<file path="config.mk">
export PLATFORM = sky130hd
export DESIGN_NAME = key_debouncer
export DESIGN_NICKNAME = d
export VERILOG_FILES = /design/src/rtl/key_debouncer_pkg.sv /design/src/rtl/key_debounce_channel.sv /design/src/rtl/key_debouncer.sv
export SDC_FILE = /design/constraint.sdc
export NUM_CORES = 1
export LEC_CHECK = 0
export ABC_AREA = 1
export CAP_MARGIN = 0
export CORE_MARGIN = 2
export CORE_UTILIZATION = 60
export CTS_BUF_LIST = sky130_fd_sc_hd__clkbuf_4
export DETAILED_ROUTE_END_ITERATION = 8
export PLACE_DENSITY = 0.87
export SLEW_MARGIN = 30
export SYNTH_ARGS = -nofsm -noshare
export SYNTH_HDL_FRONTEND = slang
export SYNTH_SLANG_ARGS = --single-unit
</file>
<file path="constraint.sdc">
create_clock -name clk -period 1.7 [get_ports clk]
set_input_delay 0.255 -clock clk [delete_from_list [all_inputs] [get_ports clk]]
set_output_delay 0.255 -clock clk [all_outputs]
set_load 0.05 [all_outputs]
</file>
<file path="src/rtl/key_debouncer_pkg.sv">
// Shared definitions for the push-button debouncer: channel FSM state codes
// and counter sizing.
package key_debouncer_pkg;

  typedef enum logic [1:0] {
    KD_IDLE         = 2'd0,
    KD_PRESS_WAIT   = 2'd1,
    KD_HELD         = 2'd2,
    KD_RELEASE_WAIT = 2'd3
  } kd_state_t;

  // Stability counter width; never narrower than one bit so DEBOUNCE_CYCLES=1 still builds.
  function automatic int kd_cnt_width(input int cycles);
    return (cycles > 1) ? $clog2(cycles) : 1;
  endfunction

endpackage

</file>
<file path="src/rtl/key_debounce_channel.sv">
// One button channel: two-flop synchroniser, debounce FSM with stability counter,
// registered clean level and one-cycle press/release strobes.
module key_debounce_channel
  import key_debouncer_pkg::*;
#(
  parameter int DEBOUNCE_CYCLES = 500000
) (
  input  logic clk,
  input  logic reset,
  input  logic pin,
  output logic level,
  output logic press,
  output logic release_strobe
);

  localparam int             CW       = kd_cnt_width(DEBOUNCE_CYCLES);
  localparam logic [CW-1:0]  CNT_LAST = CW'(DEBOUNCE_CYCLES - 1);

  logic            s1;
  logic            s2;
  kd_state_t       state;
  kd_state_t       state_next;
  logic [CW-1:0]   cnt;
  logic [CW-1:0]   cnt_next;
  logic            level_next;
  logic            press_next;
  logic            release_next;

  // Synchroniser resets to "released" so a key held through reset is debounced afresh.
  always_ff @(posedge clk) begin
    if (reset) begin
      s1 <= 1'b0;
      s2 <= 1'b0;
    end else begin
      s1 <= pin;
      s2 <= s1;
    end
  end

  always_ff @(posedge clk) begin
    if (reset) begin
      state <= KD_IDLE;
      cnt   <= '0;
    end else begin
      state <= state_next;
      cnt   <= cnt_next;
    end
  end

  always_comb begin
    state_next = state;
    cnt_next   = cnt;
    case (state)
      KD_IDLE: begin
        if (s2) begin
          state_next = KD_PRESS_WAIT;
          cnt_next   = '0;
        end else begin
          state_next = KD_IDLE;
        end
      end
      KD_PRESS_WAIT: begin
        if (!s2) begin
          state_next = KD_IDLE;
          cnt_next   = '0;
        end else if (cnt == CNT_LAST) begin
          state_next = KD_HELD;
          cnt_next   = '0;
        end else begin
          cnt_next   = cnt + CW'(1);
        end
      end
      KD_HELD: begin
        if (!s2) begin
          state_next = KD_RELEASE_WAIT;
          cnt_next   = '0;
        end else begin
          state_next = KD_HELD;
        end
      end
      KD_RELEASE_WAIT: begin
        if (s2) begin
          state_next = KD_HELD;
          cnt_next   = '0;
        end else if (cnt == CNT_LAST) begin
          state_next = KD_IDLE;
          cnt_next   = '0;
        end else begin
          cnt_next   = cnt + CW'(1);
        end
      end
      default: begin
        state_next = KD_IDLE;
        cnt_next   = '0;
      end
    endcase
  end

  // Strobes fire only on the accepting transition out of a WAIT state.
  always_comb begin
    level_next   = level;
    press_next   = 1'b0;
    release_next = 1'b0;
    case (state)
      KD_IDLE:     level_next = 1'b0;
      KD_HELD:     level_next = 1'b1;
      KD_PRESS_WAIT: begin
        if (s2 && (cnt == CNT_LAST)) begin
          level_next = 1'b1;
          press_next = 1'b1;
        end else begin
          level_next = 1'b0;
        end
      end
      KD_RELEASE_WAIT: begin
        if (!s2 && (cnt == CNT_LAST)) begin
          level_next   = 1'b0;
          release_next = 1'b1;
        end else begin
          level_next   = 1'b1;
        end
      end
      default:     level_next = 1'b0;
    endcase
  end

  always_ff @(posedge clk) begin
    if (reset) begin
      level          <= 1'b0;
      press          <= 1'b0;
      release_strobe <= 1'b0;
    end else begin
      level          <= level_next;
      press          <= press_next;
      release_strobe <= release_next;
    end
  end

endmodule

</file>
<file path="src/rtl/key_debouncer.sv">
// N-channel push-button conditioner: polarity normalisation, independent
// debounce channels and an any-press summary.
module key_debouncer #(
  parameter int N               = 1,
  parameter int DEBOUNCE_CYCLES = 500000,
  parameter bit ACTIVE_LOW      = 1'b1
) (
  input  logic         clk,
  input  logic         reset,
  input  logic [N-1:0] raw_in,
  output logic [N-1:0] level,
  output logic [N-1:0] press,
  output logic [N-1:0] release_strobe,
  output logic         any_press
);

  logic [N-1:0] pressed_raw;

  assign pressed_raw = ACTIVE_LOW ? ~raw_in : raw_in;

  for (genvar i = 0; i < N; i++) begin : g_chan
    key_debounce_channel #(
      .DEBOUNCE_CYCLES (DEBOUNCE_CYCLES)
    ) u_chan (
      .clk            (clk),
      .reset          (reset),
      .pin            (pressed_raw[i]),
      .level          (level[i]),
      .press          (press[i]),
      .release_strobe (release_strobe[i])
    );
  end

  // Combinational OR so any_press lines up with press in the same cycle.
  assign any_press = |press;

endmodule

</file>
==> impl_summary.md <==
Synthesis
Of the synthesized area, sequential elements account for 0.3580. In the post-synthesis netlist, the biggest area contributors are dfxtp_1 (36%), nand2_1 (14%), nor2_1 (8.3%). The warning count from the yosys run is 0.

After technology mapping, the gate count stands at approximately 220. The average size of a mapped cell is 6.579 µm². The synthesized netlist occupies a cell area of 1454 µm².

The share of synthesized area in the top cell type comes to 0.3580. The largest area contributor in the synthesized netlist is dfxtp_1. The number of nets in the synthesized netlist is about 230.

Among all flip-flop cells after synthesis, the most frequent one is dfxtp_1. The commonest cells after synthesis are nand2_1 (53), nor2_1 (32), inv_1 (29). Among all cell types in the netlist, the one instantiated most often is nand2_1. The post-synthesis sequential element count is 26.

The synthesized design contains 0 enable-type register cells. The fraction of registers with async set/reset is 0. Synthesis instantiated 24 different standard cells from the library.

Timing
The final number of hold-violating endpoints is 0. Measured against its own limit, the worst slew margin works out to 0.6787. Setup repair after global routing left no endpoint under its margin. The maximum clock rate is 655.9 MHz. The final worst-path cycle share is 0.8968. Setup violations remaining at the end of the flow were counted as 0. The smallest clock period supported by the final layout is computed as 1.525 ns. Setup slack on the critical path of the routed design comes to 0.1754 ns. The transition time at the pin with the least slew margin is just under 0.5 ns.

The smallest hold slack is 0.4330 ns. The final-report max-slew violation count is 0. The aggregate negative setup slack is 0 ns. The clock tree skew after final layout is 0.004626 ns.

Drt
The total iterations of the first detailed-routing run is 4. After detailed routing, the average wire length per cell comes to about 12 µm. The number of vias in the routed layout is about 1,300. Summed over all layers, the routed wires come to 2.972 mm.

The vias per cell is slightly above 5. The number of DRC violations after detailed-routing iteration 0 is 35. In this run the remaining antenna-violating nets after routing total 0. In the routed design, unresolved DRC markers number 0.

Clock network
At the later pin of the worst-skew pair, clock insertion delay measures 0.32 ns. The clock-pin slew reported for the worst setup and hold paths after clock tree synthesis is ~0.14 ns. The clock tree from TritonCTS is yes. CTS saw 26 sinks.

The maximum number of buffers from clock root to sink is 2. The number of CTS-inserted buffers is 3. In this run the number of H-tree levels came out at 1. The clock tree root driver cell is clkbuf_4.

Job
The tool flagged a number of max-cap violations equal to 0.

Placed design
In this run the tool buffered the top-level ports with 6 buffer cells. OpenSTA, run right after detailed placement, puts the worst setup slack at ~0.11 ns. The total placed cells including tap cells is 253.

The placer congestion estimate is 0.8504. Detailed placement ended at an HPWL of about 2.2 mm. After detailed placement, the total cell area comes to 1531 µm².

Setup path
At the worst endpoint, the arrival time is between 1.5 and 2 ns. The critical path start-end classification is reg2reg. For flop-to-flop paths, the worst setup slack is 0.18 ns. The startpoint kind of the worst setup timing path is a register. In this run the worst path has a maximum fanout of 8.

The type of destination of the critical path is a register. The data required time at the worst endpoint is ~1.9 ns.

Floorplanning
The floorplan step defined a core boundary enclosing between 2000 and 2500 µm². The number of core rows is 17. The die is 53.23 µm tall.

7 I/O pins were placed. The initial utilization of the core area, before any placement, comes to 0.6448. The die width is 53.23 µm. The total die area is 2833 µm².

Layout
The area of the multi-input gates is 798.3 µm². The finished cells cover approximately 1600 µm². The number of nets in the layout is 235. For this run, the number of standard cells in the final layout without fillers is roughly 260. The number of antenna diodes in the final layout is 0. From synthesis to final layout, the design area changed by 10.59%. The fraction of layout instances using a drive strength above 1 is 0.1478. The filler cell count is approximately 210. Registers take 523.0 µm².

Min path
The min-delay analysis places its worst path in the category in2reg.

Power and ir drop
The leakage component of the power is 0.5994 nW. The power density normalized to cell area is 676.6 nW/µm². The worst-case IR drop observed on VDD is roughly 0.58 mV.

GRT
The number of antenna violations at the first check in global routing is 0. Summed over all layers, the global routing overflow is 0. The first global-routing pass estimated between 4 and 5 mm of wire. The largest net degree at the start of global routing is 16. For this run, the total global-route usage over all layers was measured as 0.2349. The number of global-route vias before repair is 1,147.

Outcome
The run finished with clean final reports.
-- worst paths after layout --
check	endpoint	from	cells past startpoint
setup / recovery	g_chan[0].u_chan.cnt[10]	g_chan[0].u_chan.cnt[0]	10
hold / removal	g_chan[0].u_chan.s1	raw_in	2
setup reg to reg	g_chan[0].u_chan.cnt[10]	g_chan[0].u_chan.cnt[0]	10
hold reg to reg	g_chan[0].u_chan.s2	g_chan[0].u_chan.s1	2
-- registers in the layout, summed over array words and instances, names as in the netlist, named ones only --
name and count:
g_chan.u_chan.s1 1, g_chan.u_chan.press 1, g_chan.u_chan.release_strobe 1, g_chan.u_chan.cnt 19, g_chan.u_chan.s2 1, g_chan.u_chan.level 1
g_chan.u_chan.state 1
-- cell usage in the layout, fill, tap and decap left out, types with 5 or more instances in the layout --
| cell | Yosys | final |
|---|---|---|
| nand2_1 | 53 | 53 |
| dfxtp_1 | 26 | 24 |
| nand3_1 | 18 | 18 |
| nor3_1 | 5 | 5 |
| nor3_2 | 5 | 5 |
| nand2_2 | 5 | 5 |
| nor2_1 | 32 | 32 |
| inv_1 | 29 | 29 |
| o21ai_0 | 5 | 5 |
| a21oi_1 | 16 | 16 |
-- timing repair --
| item | 4_1_cts | 5_1_grt |
|---|---|---|
| setup endpoints to repair | 2 | 12 |
| cloned | 0 | 0 |
| hold buffers | 0 | 0 |
| buffers inserted | 0 | 1 |
| resized for setup | 2 | 5 |
-- metal layers --
metal	track usage	wire, µm
met5	0	0
met4	0.08974	20
met3	0.02542	68
met2	0.3951	1439
met1	0.3053	1444
-- layout make-up --
cell class / instances / area share
multi-input cells: 158 / 0.4965
flip-flops and latches: 26 / 0.3253
inverters: 34 / 0.08171
repair buffers: 8 / 0.04202
well taps: 28 / 0.02179
clock inverters: 1 / 0.01868
clock buffers: 3 / 0.01401
-- cell families (layout without fill, tap and decap cells) --
logic type / Yosys count / count (layout) / share of synthesized area
AOI/OAI and AO/OA: 26 / 26 / 0.09897
xor gates and xnor gates: 1 / 1 / 0.006025
adders and majority gates: 1 / 1 / 0.008604
buffers and inverters: 37 / 46 / 0.1015
DFF: 26 / 26 / 0.3580
and+or+nand+nor: 130 / 130 / 0.4269
-- report_power, final --
group,internal [mW],leakage (nW),switching (mW),total [mW]
Sequential,0.612,0.211,0.00145,0.614
Clock,0.238,0.0279,0.187,0.425
Combinational,0.0134,0.361,0.0356,0.0490
Total,0.864,0.599,0.224,1.09
-- worst max-delay path, cell delays in order, from the launching register on --
cell,delay (ns)
dfxtp_2,0.39
ha_4,0.16
nand2_1,0.08
nor2_1,0.11
inv_1,0.09
nor2_4,0.14
nand2_1,0.09
nand2_2,0.08
nand2_2,0.08
nand2_4,0.14
nor2_1,0.07
-- through the flow --
step	utilization	power [mW]
final	0.7131	1.088
after floorplan	-	0.6604
after global routing	0.7131	1.109
after global placement	0.6792	0.6734
after CTS	0.7014	1.090
after detailed placement	0.6792	0.6740
Power figures use the tool's default switching activity.
==> RTL edit (same settings) <==
Register the output `level`, without a reset; this adds one clock of latency there. The other outputs are not delayed to match. Comments in the files are not updated.
--- a/src/rtl/key_debouncer.sv
+++ b/src/rtl/key_debouncer.sv
@@ -14,6 +14,8 @@
   output logic         any_press
 );
 
+  logic [N-1:0] level_d;
+
   logic [N-1:0] pressed_raw;
 
   assign pressed_raw = ACTIVE_LOW ? ~raw_in : raw_in;
@@ -25,7 +27,7 @@
       .clk            (clk),
       .reset          (reset),
       .pin            (pressed_raw[i]),
-      .level          (level[i]),
+      .level          (level_d[i]),
       .press          (press[i]),
       .release_strobe (release_strobe[i])
     );
@@ -34,5 +36,9 @@
   // Combinational OR so any_press lines up with press in the same cycle.
   assign any_press = |press;
 
+  always_ff @(posedge clk) begin
+      level <= level_d;
+  end
+
 endmodule
 
Check against the original RTL: no difference found for any inputs over 10 cycles, from zero or initial values and one cycle with reset high; that may be too few to reach the edited logic, so the function may still have changed.
==> RTL edit against the unedited design <==
- count of clock-buffer cells in the layout unchanged
- maximum frequency down 0.67%
- final area down 0.78%
- worst setup slack worse by 0.010 ns
- wire length down 3.3%
- sequential cell count up 1
- area after synthesis up 1.4%
- total power down 10%
- largest cell class unchanged
- highest routed layer unchanged
==> RTL edit: results (changes against the unedited design) <==
[global_route]
grt_max_degree=17  ; was 16
grt_pass1_vias=1122  ; was 1147
grt_pass1_wl_um=4800  ; was 4850 um

[worst_hold_path]
hp-class=register to register  ; was input pin to register
whs_path_depth=0  ; was 2
min_from=g_chan[0].u_chan.level  ; was raw_in

[routing]
wl_um=2880  ; was 2970 um
via_count=1347  ; was 1329
drt-initial-drc-count=28  ; was 35

[place]
place_area_sq_mm=0.00155  ; was 0.00153 sq mm
dp_hpwl_um=2230  ; was 2210 um
place.gp.congestion=0.942  ; was 0.850

[power_and_ir_drop]
vdd_ir_drop_max_mv=0.600  ; was 0.576 mV
power_leakage_nw=0.593  ; was 0.599 nW

[sta]
worst_pin_slew_ns=0.482  ; was 0.484 ns

[finish]
drive_gt1_share_pct=14.3  ; was 14.8%
num-nets-final=236  ; was 235

[synth]
synth_area_leaders=dfxtp_1 37%, nand2_1 13%, nor2_1 8.1%  ; was dfxtp_1 36%, nand2_1 14%, nor2_1 8.3%
ys_seq_area_share_pct=36.7  ; was 35.8%
synth-xor-area-share_pct=0.594  ; was 0.602%
synth_fp_nets=226  ; was 225
synth_compound_area_share_pct=9.76  ; was 9.90%
synthTopCellsByCount=53 x nand2_1, 32 x nor2_1, 29 x inv_1  ; unchanged

[status]
status=finished, final reports clean  ; unchanged

[worst_setup_path]
slowest_delay_ns=0.37  ; was 0.39 ns
crit_arrival_ns=1.78  ; was 1.75 ns

RTL edit: changes by cell type after synthesis, sizes merged:
cell	delta
dfxtp	+1
RTL edit: final cells by class:
| class | instances | area (sq um) |
|---|---|---|
| Clock buffer | 3 | 22.5 |
| Clock inverter | 1 | 7.51 |
| Fill cell | 207 | 681 |
| Inverter | 34 | 128 |
| Multi-Input combinational cell | 158 | 793 |
| Sequential cell | 27 | 542 |
| Tap cell | 28 | 35.0 |
| Timing Repair Buffer | 8 | 67.6 |
RTL edit: path summary, 6_finish.rpt:
kind | endpoint | slack (ns)
worst max-delay path | g_chan[0].u_chan.cnt[10] | 0.17
worst min-delay path | level | 0.34
worst max register to register | g_chan[0].u_chan.cnt[10] | 0.17
worst min register to register | level | 0.34
RTL edit: metal layers:
layer	GRT usage, %	wire length, um	vias up
li1	-	-	718
met1	31.3	1420	601
met2	37.0	1330	21
met3	3.61	76	7
met4	8.97	48	0
met5	0	0	-
RTL edit: where the power goes:
group / internal (mW) / switching (mW)
Sequential: 0.636 / 0.00117
Clock: 0.0901 / 0.200
Combinational: 0.0130 / 0.0334
RTL edit: critical path: cells and delay by family (launching register included):
kind                     cells  cell delay [ns]
AND/OR/NAND/NOR              8             0.79
flip-flops                   1             0.37
adder cells (fa/ha/maj)      1             0.20
buffers and inverters        1             0.10
RTL edit: timing repair:
| action | in CTS | in global routing |
|---|---|---|
| pin swaps | 0 | 1 |
| setup endpoints to repair | 2 | 12 |
| buffers inserted | 0 | 1 |
| resized for setup | 2 | 3 |
RTL edit: kinds of logic after synthesis:
kind of cell               Yosys count
and+or+nand+nor                    130
DFF                                 27
xor gates and xnor gates             1
buffers and inverters               37
adders and majority gates            1
AOI/OAI and AO/OA                   26
RTL edit: per-stage QoR:
stage	instances	hold WS, ns	setup slack, ns
final	259	0.344	0.165
after global routing	259	0.346	0.00445
after CTS	258	0.346	0.112
after detailed placement	254	0.314	0.136
after global placement	254	0.312	0.194
after floorplan	222	0.310	0.295
